--- src/rtl/mem_pkg.sv ---
// Shared load-path definitions: op encodings (also used by EX decode) and bus
// width legality.
package mem_pkg;

   localparam int unsigned OP_W = 3;

   typedef enum logic [OP_W-1:0] {
      LD_LB  = 3'b000,
      LD_LBU = 3'b001,
      LD_LH  = 3'b010,
      LD_LHU = 3'b011,
      LD_LW  = 3'b100
   } ld_op_e;

   // Per-entry bookkeeping carried from issue to write-back
   typedef struct packed {
      logic [OP_W-1:0] op;
      logic [4:0]      waddr;
      logic [31:0]     pc;
   } ld_req_t;

   function automatic bit data_w_legal(input int unsigned w);
      return (w == 32) || (w == 64);
   endfunction

endpackage

--- src/rtl/load_align.sv ---
// Lane select and sign/zero extension of a load result from one bus beat.
// Purely combinational.
module load_align
   import mem_pkg::*;
#(
   parameter  int unsigned DATA_W = 32,
   localparam int unsigned OFF_W  = $clog2(DATA_W / 8)
) (
   input  logic [OP_W-1:0]   op,
   input  logic [OFF_W-1:0]  off,
   input  logic [DATA_W-1:0] beat,
   output logic [31:0]       result_c
);

   logic [OFF_W-1:0]  half_off;
   logic [OFF_W-1:0]  word_off;
   logic [DATA_W-1:0] byte_sh;
   logic [DATA_W-1:0] half_sh;
   logic [DATA_W-1:0] word_sh;
   logic [7:0]        lb;
   logic [15:0]       lh;
   logic [31:0]       lw;

   // Low offset bits below the access size are ignored
   always_comb begin
      half_off = off & ~OFF_W'(1);
      word_off = off & ~OFF_W'(3);
      byte_sh  = beat >> {off, 3'b000};
      half_sh  = beat >> {half_off, 3'b000};
      word_sh  = beat >> {word_off, 3'b000};
      lb       = byte_sh[7:0];
      lh       = half_sh[15:0];
      lw       = word_sh[31:0];
   end

   always_comb begin
      result_c = '0;
      case (op)
         LD_LB:   result_c = {{24{lb[7]}}, lb};
         LD_LBU:  result_c = {24'd0, lb};
         LD_LH:   result_c = {{16{lh[15]}}, lh};
         LD_LHU:  result_c = {16'd0, lh};
         LD_LW:   result_c = lw;
         default: result_c = '0;
      endcase
   end

endmodule

--- src/rtl/mem_load_queue.sv ---
// Outstanding-load queue: matches in-order bus read responses to issued loads,
// formats the data and hands it to WB through a registered valid/ready stage.
module mem_load_queue
   import mem_pkg::*;
#(
   parameter  int unsigned DATA_W = 32,
   parameter  int unsigned DEPTH  = 4,
   localparam int unsigned OFF_W  = $clog2(DATA_W / 8),
   localparam int unsigned CNT_W  = $clog2(DEPTH) + 1
) (
   input  logic              clk,
   input  logic              rst,
   input  logic              flush,
   input  logic              req_valid,
   output logic              req_ready,
   input  logic [OP_W-1:0]   req_op,
   input  logic [OFF_W-1:0]  req_off,
   input  logic [4:0]        req_waddr,
   input  logic [31:0]       req_pc,
   input  logic              resp_valid,
   output logic              resp_ready,
   input  logic [DATA_W-1:0] resp_data,
   output logic              wb_valid,
   input  logic              wb_ready,
   output logic [4:0]        wb_waddr,
   output logic [31:0]       wb_wdata,
   output logic [31:0]       wb_pc,
   output logic [CNT_W-1:0]  pending
);

   localparam int unsigned PTR_W = $clog2(DEPTH);

   if (!data_w_legal(DATA_W)) begin : g_bad_data_w
      $error("mem_load_queue: DATA_W must be 32 or 64");
   end
   if ((DEPTH < 2) || ((1 << PTR_W) != DEPTH)) begin : g_bad_depth
      $error("mem_load_queue: DEPTH must be a power of 2, at least 2");
   end

   ld_req_t           q_req [DEPTH];
   logic [OFF_W-1:0]  q_off [DEPTH];
   logic [DEPTH-1:0]  q_killed;
   logic [PTR_W-1:0]  head;
   logic [PTR_W-1:0]  tail;
   logic [CNT_W-1:0]  count;
   logic              head_killed;
   logic              push;
   logic              pop;
   logic              load;
   logic [31:0]       align_c;

   always_comb begin
      head_killed = q_killed[head];
      req_ready   = (count < CNT_W'(DEPTH));
      resp_ready  = (count != '0) && (head_killed || !wb_valid || wb_ready);
      push        = req_valid && req_ready && !flush;
      pop         = resp_valid && resp_ready;
      load        = pop && !head_killed && !flush;
      pending     = count;
   end

   load_align #(.DATA_W(DATA_W)) u_align (
      .op       (q_req[head].op),
      .off      (q_off[head]),
      .beat     (resp_data),
      .result_c (align_c)
   );

   // Payload storage needs no reset: occupancy and killed bits qualify it
   always_ff @(posedge clk) begin
      if (push) begin
         q_req[tail] <= '{op: req_op, waddr: req_waddr, pc: req_pc};
         q_off[tail] <= req_off;
      end
   end

   always_ff @(posedge clk or negedge rst) begin
      if (!rst) begin
         head     <= '0;
         tail     <= '0;
         count    <= '0;
         q_killed <= '0;
         wb_valid <= 1'b0;
         wb_waddr <= '0;
         wb_wdata <= '0;
         wb_pc    <= '0;
      end else begin
         if (push) tail <= tail + PTR_W'(1);
         if (pop)  head <= head + PTR_W'(1);

         case ({push, pop})
            2'b10:   count <= count + CNT_W'(1);
            2'b01:   count <= count - CNT_W'(1);
            default: count <= count;
         endcase

         // Killing idle slots too is harmless: a push always re-arms its slot
         if (flush)     q_killed       <= '1;
         else if (push) q_killed[tail] <= 1'b0;

         if (flush) begin
            wb_valid <= 1'b0;
         end else if (load) begin
            wb_valid <= 1'b1;
            wb_waddr <= q_req[head].waddr;
            wb_pc    <= q_req[head].pc;
            wb_wdata <= align_c;
         end else if (wb_ready) begin
            wb_valid <= 1'b0;
         end
      end
   end

endmodule

--- config.mk ---
export PLATFORM = sky130hd
export DESIGN_NAME = mem_load_queue
export DESIGN_NICKNAME = d
export VERILOG_FILES = /design/src/rtl/mem_pkg.sv /design/src/rtl/load_align.sv /design/src/rtl/mem_load_queue.sv
export SDC_FILE = /design/constraint.sdc
export NUM_CORES = 1
export LEC_CHECK = 0
export ABC_CLOCK_PERIOD_IN_PS = 4000
export BUFFER_PORTS_ARGS = -buffer_cell sky130_fd_sc_hd__buf_2
export CORE_MARGIN = 5
export CORE_UTILIZATION = 40
export DETAILED_ROUTE_END_ITERATION = 12
export GPL_TIMING_DRIVEN = 0
export MAX_ROUTING_LAYER = met4
export REMOVE_ABC_BUFFERS = 1
export SLEW_MARGIN = 15
export SYNTH_ARGS = -nofsm -noshare
export SYNTH_HDL_FRONTEND = slang
export SYNTH_SLANG_ARGS = --single-unit
--- constraint.sdc ---
create_clock -name clk -period 4 [get_ports clk]
set_clock_uncertainty 0.15 [all_clocks]
set_input_delay 0.6 -clock clk [delete_from_list [all_inputs] [get_ports clk]]
set_output_delay 0.6 -clock clk [all_outputs]
set_load 0.005 [all_outputs]
==> results of run 1 <==
-- layout make-up --
class / instances / area share [%]
timing repair buffer: 162 / 7.49
clock buffer: 31 / 5.83
clock inverter: 17 / 1.37
multi-input combinational: 331 / 21.7
tap: 324 / 3.42
sequential: 249 / 59.7
inverter: 14 / 0.443
antenna: 3 / 0.0633
-- kinds of logic after synthesis --
group,count (synthesis),share of synthesized area [%]
buffers and inverters,46,2.55
and+or+nand+nor,189,8.15
AOI/OAI and AO/OA,82,5.88
adders and majority gates,6,0.836
muxes,48,10.4
xor gates and xnor gates,6,0.532
DFF,249,71.6
-- layer usage --
layer / global-route usage (%) / routed length, µm
met1: 21.5 / 9340
met5: - / 0
met2: 24.9 / 10200
met4: 2.88 / 329
met3: 4.31 / 1760
-- metrics by stage --
stage | cell area, µm² | std cells | power, W
after floorplan | 9680 | 594 | 0.00491
after detailed placement | 11000 | 1079 | 0.00572
after global placement | 10900 | 1072 | 0.00570
final | 11900 | 1131 | 0.00801
after CTS | 11800 | 1128 | 0.00814
after global routing | 11900 | 1131 | 0.00852
-- worst max-delay path, cell delays in order, from the launching register on --
cell and delay, ns:
dfrtp_4 0.74, mux4_2 0.62, nor4_4 0.69, buf_6 0.25, buf_8 0.16, nand3_1 0.41
o21ai_0 0.27, a21oi_2 0.04
-- sequential cells by signal (all words and copies together), names as in the netlist --
name,count
wb_wdata,32
q_req,160
q_off,8
tail,2
wb_pc,32
wb_valid,1
head,2
q_killed,4
wb_waddr,5
pending,3
-- path summary, 6_finish.rpt --
path,slack (ns),startpoint,endpoint
setup / recovery,0.50,head[0],wb_wdata[30]
hold / removal,0.14,req_pc[20],q_req[3][20]
setup reg to reg,0.50,head[0],wb_wdata[30]
hold reg to reg,0.32,wb_pc[19],wb_pc[19]
max in group asynchronous,2.56,rst,wb_pc[19]
min in group asynchronous,0.50,rst,wb_wdata[21]
-- cell usage in the layout (no fill, tap or decap), drive strengths merged, types with 2 or more instances in the layout --
cell type  count
xnor2          4
a222oi         5
nor2          11
o21ai         34
nand3          2
or2            2
nand2        152
diode          3
o221ai         6
buf          161
a21oi         19
inv           15
clkbuf        31
dfrtp         81
clkinv        12
nor3b          5
bufinv         3
mux4          44
and2           5
xor2           2
edfxtp       168
ha             5
mux2i          4
nor3           3
a22o           9
o211ai         2
nand2b         2
nor2b          2
-- power groups by stage --
stage	clock network (W)	registers, W	logic (W)
after floorplan	0	0.00362	0.00128
after global placement	0	0.00372	0.00198
after detailed placement	0	0.00366	0.00207
after CTS	0.00246	0.00362	0.00207
after global routing	0.00257	0.00368	0.00227
final	0.00238	0.00360	0.00204
==> flow_summary.ini, run 1 <==
[clock_tree]
ctsHoldBuffers = 1
cts_tree = built
clock_sinks = 249
htree_levels = 1
cts_made_buffers = 26
cts_buffer_depth = 3
post_cts_resized = 0
clk_pin_slew_ns = 0.06
clk_latency_ns = 0.51
post_cts.repair.setup_buffers = 0
cts-root-buf = clkbuf_16

[final_layout]
final-seq-area_um2 = 7080
final_core_util_pct = 48.7
area_delta_synth_final_pct = 20.0
final_nets = 870
post_route_cells_drive_above_1_share_pct = 33.2
multiInputGateArea_um2 = 2570
n_fill_cell = 2111

[global_routing]
grtUsageTotal_pct = 15.9
antenna_found_initial = 3
grt_pass1_wl_mm = 34.8
grt_overflow_total = 0
grt_pass1_vias = 6111
grt_max_degree = 59

[power_and_ir_drop]
p_switching_w = 0.00234
power_density_nw_per_um2 = 676
leakagePower_nw = 4.70
switching_share_pct = 29.1
power.share.clock_pct = 29.7
seqPwrFrac_pct = 44.9
ir_drop_mv = 0.363
share_comb_of_total_power_pct = 25.4
p_int_w = 0.00568

[drt]
drt-total-wl_mm = 21.6
wl_per_cell_um = 19.1
firstDrtPassIters = 5
drc = 0
avgViaCountPerCell = 5.06
vias = 5723
drtAntennaViolNets = 0
initialDrtViolationCount = 482

[min_path]
holdCritPathClass = in2reg
hold_depth = 1

[critical_path]
cp-start-kind = flip-flop
setup.worst_path.class = reg2reg
critical_path_arrival_ns = 3.72
critPathCaptureType = flip-flop
r2r_cells = 7
path_max_fanout = 23
crit_required_ns = 4.22

[synth]
synthTopCellsByArea = edfxtp_1 (51%), dfrtp_1 (21%), mux4_2 (10%)
synth-seq-cells = 249
async_reset_ff_share_pct = 32.5
synth_most_common_cell = edfxtp_1
synth.top_cell.area_share_pct = 51.1
yosys_warnings = 0
avgSynthCellArea_um2 = 15.8
yosysUniqueCellTypes = 46
yosysSeqAreaShare_pct = 71.6
syn-cell-area_um2 = 9870
synth_flop_cell = edfxtp_1
synth_commonest_cells = edfxtp_1 (168), nand2_1 (152), dfrtp_1 (81)
synth_edf_count = 168
yosys.area.top_type = edfxtp_1
netlist_instances = 626

[die]
core-area_um2 = 24300
fp-row-count = 57
io_pins = 155
die_h_um = 167
dieArea_um2 = 27900
die_x_um = 167
start_util_pct = 40.6

[timing]
setup_violations = 0
period_minus_slack_ns = 3.50
fin_tns_setup_ns = 0
finalHoldViolCount = 0
slew_headroom_pct = 32.8
fin_ws_ns = 0.497
whs_ns = 0.143
max_freq_mhz = 286
rsz0062_at_grt = false
maxSlewViolCount = 0
min_period_over_period_pct = 87.6
worst_slew_pin_slew_ns = 1.01

[placement]
port_buffers = 154
gp_congestion = 0.832
dpl_worst_slack_ns = 0.432
dpl.hpwl_mm = 13.4

[flow_run]
drv_cap = 0

[outcome]
status = finished, final reports clean
Power figures use the tool's default switching activity.
==> run 2, diff against run 1 <==
--- a/config.mk
+++ b/config.mk
@@ -5,6 +5,7 @@
 export SDC_FILE = /design/constraint.sdc
 export NUM_CORES = 1
 export LEC_CHECK = 0
+export ABC_AREA = 1
 export ABC_CLOCK_PERIOD_IN_PS = 4000
 export BUFFER_PORTS_ARGS = -buffer_cell sky130_fd_sc_hd__buf_2
 export CORE_MARGIN = 5
==> run 2 against run 1 <==
Against the previous run: non-clock buffer count up 3; first-iteration DRC count increased by 20%; global-route usage up 1.1 points; critical endpoint is now wb_wdata[17]; largest cell class unchanged; largest power group unchanged.
==> flow_summary.ini, run 2 <==
[critical_path]
critPathCaptureType = flip-flop
crit_required_ns = 4.31
r2r_cells = 11
cp_num_buf_inv = 1
critical_path_arrival_ns = 3.69
cp-start-kind = flip-flop
slowest_delay_ns = 0.63
slowest_stage = dfrtp_4
rrSetupSlack_ns = 0.62
path_max_fanout = 84
crit_top_cell = nand2_1
worstPathCellList = inv_4, nand2_1, nand3_1, nand2_1, nand2_1, nand2_1, nor2_8, nor2_1, nand2_1, nand2_1, nand2_1
setup.worst_path.class = reg2reg
worstReg2RegStart = head[0]
cp_top_family = simple AND/OR/NAND/NOR gates
r2r-end = wb_wdata[17]

[die]
die_h_um = 171
fp-row-count = 59
io_pins = 155
core-area_um2 = 25800
dieArea_um2 = 29200
die_x_um = 171
start_util_pct = 40.2

[synth]
yosys.area.top_type = edfxtp_1
synthTopCellsByArea = edfxtp_1 (49%), dfrtp_1 (20%), nand2_1 (11%)
synth_most_common_cell = nand2_1
synth_flop_cell = edfxtp_1
avgSynthCellArea_um2 = 10.6
synth_edf_count = 168
yosysSeqAreaShare_pct = 68.2
synth_commonest_cells = nand2_1 (308), edfxtp_1 (168), nor2_1 (118)
async_reset_ff_share_pct = 32.5
yosys_warnings = 0
synth-seq-cells = 249
syn-cell-area_um2 = 10400
synth.top_cell.area_share_pct = 48.7
yosysUniqueCellTypes = 30
netlist_instances = 974

[drt]
firstDrtPassIters = 5
wl_per_cell_um = 16.4
avgViaCountPerCell = 4.94
drc = 0
vias = 7291
drtAntennaViolNets = 0
drt-total-wl_mm = 24.2
initialDrtViolationCount = 579

[timing]
period_minus_slack_ns = 3.38
min_period_over_period_pct = 84.4
slew_headroom_pct = 40.2
max_freq_mhz = 296
whs_ns = 0.140
fin_tns_setup_ns = 0
maxSlewViolCount = 0
finalHoldViolCount = 0
setup_violations = 0
rsz0062_at_grt = false
worst_slew_pin_slew_ns = 0.895

[placement]
dpl.hpwl_mm = 15.0
gp_congestion = 0.845
port_buffers = 154

[clock_tree]
htree_levels = 1
cts_made_buffers = 26
cts-root-buf = clkbuf_16
clock_sinks = 249
post_cts_resized = 0
cts_tree = built
cts_buffer_depth = 3
clk_latency_ns = 0.52
clk_pin_slew_ns = 0.06

[final_layout]
final_nets = 1202
largest_reg_flops = 160
reg.largest.list = q_req (160), wb_pc (32), wb_wdata (32)
layout_commonest_cell = nand2_1
layout_common_cells = nand2_1 (308), edfxtp_1 (168), buf_2 (153)
area_delta_synth_final_pct = 20.6
post_route_cells_drive_above_1_share_pct = 21.0
largest-register = q_req
n_fill_cell = 2387

[power_and_ir_drop]
power.share.clock_pct = 28.8
finalPower_w = 0.00899
power_density_nw_per_um2 = 719
seqPwrFrac_pct = 38.8
switching_share_pct = 34.8
ir_drop_mv = 0.403
p_int_w = 0.00586
leakagePower_nw = 5.47
share_comb_of_total_power_pct = 32.4
p_switching_w = 0.00313

[global_routing]
antenna_found_initial = 5
grt_max_degree = 85
grt_pass1_vias = 7217
grtUsageTotal_pct = 17.0
grt_pass1_wl_mm = 38.9
grt_overflow_total = 0

[min_path]
hold_end = q_req[2][35]
holdCritPathClass = in2reg
hold_depth = 1
min_from = req_waddr[3]

[outcome]
status = finished, final reports clean

[flow_run]
drv_cap = 0
-- run 2: routing by layer --
layer	wire (µm)	track usage, %
met5	0	-
met4	454	3.58
met3	1650	3.42
met2	11600	28.1
met1	10500	22.0
-- run 2: layout make-up --
cell class / instances / area (µm²) / area share, %
Inverter: 45 / 176 / 1.41
Clock buffer: 39 / 791 / 6.33
Timing Repair Buffer: 165 / 1010 / 8.11
Sequential cell: 249 / 7080 / 56.6
Antenna cell: 5 / 12.5 / 0.100
Tap cell: 335 / 419 / 3.35
Multi-Input combinational cell: 629 / 2860 / 22.9
Clock inverter: 9 / 146 / 1.17
-- run 2: repair_timing --
action,CTS,global route
endpoints found under the setup margin,0,0
hold endpoints to repair,29,0
setup buffers,0,0
hold buffers,1,0
-- run 2: logic make-up (layout without fill, tap and decap cells) --
kind of cell / Yosys count / in the layout / share of synthesized area [%]
simple gates: 483 / 483 / 19.1
compound gates: 135 / 135 / 7.00
flops: 249 / 249 / 68.2
buf+inv: 96 / 258 / 4.43
xor+xnor: 5 / 5 / 0.423
fa+ha+maj: 6 / 6 / 0.797
other cells: 0 / 5 / 0
-- run 2: through the flow --
step	setup slack, ns	instances	utilization (%)	area, µm²
floorplan	0.162	923	-	10100
global placement	-2.34	1412	43.7	11300
detailed placement	0.655	1422	44.8	11500
CTS	0.632	1471	48.5	12500
global route	0.250	1476	48.5	12500
finish	0.622	1476	48.5	12500
-- run 2: how the worst max path moves through the flow --
stage               startpoint      endpoint  slack [ns]  depth (start not counted)
floorplan              head[0]   wb_wdata[0]        0.16                          7
global placement       head[1]     wb_pc[30]       -2.34                          9
detailed placement     head[0]  wb_wdata[17]        0.65                         11
CTS                    head[0]  wb_wdata[17]        0.63                         11
global route           head[0]  wb_wdata[18]        0.25                         11
finish                 head[0]  wb_wdata[17]        0.62                         11
-- run 2: power by group through the flow --
stage               sequential [W]  clock, W  combinational (W)
CTS                        0.00349   0.00265            0.00297
finish                     0.00349   0.00259            0.00291
detailed placement         0.00354         0            0.00296
global route               0.00355   0.00277            0.00334
global placement           0.00368         0            0.00270
floorplan                  0.00358         0            0.00175
==> run 3, diff against run 2 <==
--- a/config.mk
+++ b/config.mk
@@ -5,8 +5,8 @@
 export SDC_FILE = /design/constraint.sdc
 export NUM_CORES = 1
 export LEC_CHECK = 0
-export ABC_AREA = 1
-export ABC_CLOCK_PERIOD_IN_PS = 4000
+export ABC_AREA = 0
+export ABC_CLOCK_PERIOD_IN_PS = 2780
 export BUFFER_PORTS_ARGS = -buffer_cell sky130_fd_sc_hd__buf_2
 export CORE_MARGIN = 5
 export CORE_UTILIZATION = 40
==> constraint.sdc (replaced) <==
create_clock -name clk -period 2.78 [get_ports clk]
set_clock_uncertainty 0.15 [all_clocks]
set_input_delay 0.417 -clock clk [delete_from_list [all_inputs] [get_ports clk]]
set_output_delay 0.417 -clock clk [all_outputs]
set_load 0.005 [all_outputs]
==> run 3 against run 2 <==
Against the previous run: sequential share of layout area grew 0.14 points; global-route usage grew 0.14 points; first-iteration DRC count grew 2.8%; non-clock buffer count grew 53; critical path type unchanged; maximum frequency grew 26%; largest cell class unchanged; critical endpoint is now wb_wdata[20]; hold slack lost 0.10 ns.
==> flow_summary.ini, run 3 (synthesized netlist as in run 1, its figures left out) <==
[power_and_ir_drop]
leakagePower_nw = 4.97
p_int_w = 0.00837
power.share.clock_pct = 28.9
share_comb_of_total_power_pct = 28.9
seqPwrFrac_pct = 42.2
ir_drop_mv = 0.534
switching_share_pct = 29.6
p_switching_w = 0.00352
power_density_nw_per_um2 = 953

[final_layout]
final_nets = 927
layout_common_cells = edfxtp_1 (168), buf_2 (153), nand2_1 (152)
n_fill_cell = 2068
largest-register = q_req
post_route_cells_drive_above_1_share_pct = 32.9
largest_reg_flops = 160
layout_commonest_cell = edfxtp_1
area_delta_synth_final_pct = 26.3
reg.largest.list = q_req (160), wb_pc (32), wb_wdata (32)

[global_routing]
grt_pass1_vias = 6411
antenna_found_initial = 1
grtUsageTotal_pct = 17.2
grt_max_degree = 44
grt_overflow_total = 0
grt_pass1_wl_mm = 37.0

[critical_path]
r2r_cells = 5
worstPathCellList = mux4_2, or4_4, a21oi_4, buf_12, a21oi_1
setup.worst_path.start = head[0]
slowest_delay_ns = 0.73
rrSetupSlack_ns = 0.1
cp-start-kind = flip-flop
setup.worst_path.class = reg2reg
critical_path_arrival_ns = 2.92
worstReg2RegStart = head[0]
crit_required_ns = 3.02
path_max_fanout = 29
slowest_stage = or4_4
endpoint = wb_wdata[20]
critPathCaptureType = flip-flop
r2r-end = wb_wdata[20]

[timing]
maxSlewViolCount = 0
fin_tns_setup_ns = 0
slew_headroom_pct = 31.3
period_minus_slack_ns = 2.68
finalHoldViolCount = 0
rsz0062_at_grt = true
min_period_over_period_pct = 96.5
max_freq_mhz = 373
whs_ns = 0.0369
worst_slew_pin_slew_ns = 1.03
setup_violations = 0

[drt]
drtAntennaViolNets = 0
avgViaCountPerCell = 5.12
drc = 0
vias = 6073
initialDrtViolationCount = 595
drt-total-wl_mm = 23.3
wl_per_cell_um = 19.6
firstDrtPassIters = 7

[clock_tree]
clock_sinks = 249
cts-root-buf = clkbuf_16
cts_made_buffers = 26
clk_pin_slew_ns = 0.06
cts_buffer_depth = 3
cts_tree = built
htree_levels = 1
clk_latency_ns = 0.51

[placement]
gp_congestion = 0.832
dpl.hpwl_mm = 13.4
port_buffers = 154

[die]
die_h_um = 167
die_x_um = 167
dieArea_um2 = 27900
start_util_pct = 40.6
core-area_um2 = 24300
fp-row-count = 57
io_pins = 155

[min_path]
hold_depth = 3
holdCritPathClass = in2reg

[flow_run]
drv_cap = 0

[outcome]
status = finished, final reports clean
==> run 3: changes by cell type in the layout (fill, tap and decap cells not counted), sizes merged, moves of 9 or more <==
cell         delta
nand2         -166
nor2          -111
o21ai          -56
dlygate4sd3    +45
mux4           +44
nand3          -40
o22ai          -37
inv            -30
a21oi          +11
a22o            +9
==> run 3: what timing repair did <==
| item | in CTS | in global routing |
|---|---|---|
| resized for setup | 4 | 2 |
| buffers inserted | 10 | 1 |
| pin swaps | 3 | 0 |
| endpoints found under the hold margin | 213 | 0 |
| setup endpoints to repair | 72 | 24 |
| hold buffers | 46 | 0 |
| gates cloned | 1 | 0 |
==> run 3: through the flow <==
step                      area, µm²  std cells  setup WS, ns  util [%]  power (W)
after CTS                     12400       1184       0.00779      51.2     0.0120
after floorplan                9680        594         -2.12         -    0.00706
final                         12500       1186        0.0970      51.3     0.0119
after detailed placement      11000       1079        -0.788      45.2    0.00823
after global placement        10900       1072         -5.00      44.6    0.00820
after global routing          12500       1186      -0.00126      51.3     0.0126
==> run 3: layer usage <==
metal | wire length (µm) | vias up | global-route usage [%] | part of all wire, %
met3 | 1800 | 31 | 4.05 | 7.7
met5 | 0 | - | - | 0
met2 | 10700 | 227 | 26.3 | 46
li1 | - | 2766 | - | -
met1 | 10200 | 3049 | 23.5 | 44
met4 | 550 | 0 | 4.34 | 2.4
==> run 3: worst min-delay path by stage <==
stage / startpoint / to / slack (ns)
after floorplan: rst / head[0] / -0.03
after global placement: wb_pc[19] / wb_pc[19] / 0.30
after detailed placement: wb_pc[9] / wb_pc[9] / 0.31
after CTS: resp_data[25] / wb_wdata[25] / 0.006
after global routing: resp_data[31] / wb_wdata[31] / 0.02
final: resp_data[21] / wb_wdata[21] / 0.04
==> run 3: cell type report <==
| cell class | count | area, µm² | share of cell area [%] |
|---|---|---|---|
| sequential | 249 | 7080 | 56.8 |
| multi-input combinational | 332 | 2610 | 20.9 |
| timing repair buffer | 218 | 1470 | 11.8 |
| clock buffer | 31 | 691 | 5.54 |
| tap | 324 | 405 | 3.25 |
| clock inverter | 17 | 163 | 1.30 |
| inverter | 14 | 52.6 | 0.421 |
| antenna | 1 | 2.50 | 0.0201 |
==> run 3: power groups by stage <==
stage	registers, W	clock network [W]	logic [W]
2_1_floorplan	0.00521	0	0.00184
3_3_place_gp	0.00535	0	0.00285
3_5_place_dp	0.00526	0	0.00297
4_1_cts	0.00506	0.00353	0.00341
5_1_grt	0.00511	0.00370	0.00381
6_report	0.00502	0.00344	0.00344
==> run 3: worst max-delay path, delay by kind of cell (launching register included) <==
kind,cells,cell delay (ns)
multiplexers,1,0.65
AND/OR/NAND/NOR,1,0.73
AO/OA/AOI/OAI,2,0.32
flip-flops,1,0.51
buffers and inverters,1,0.18
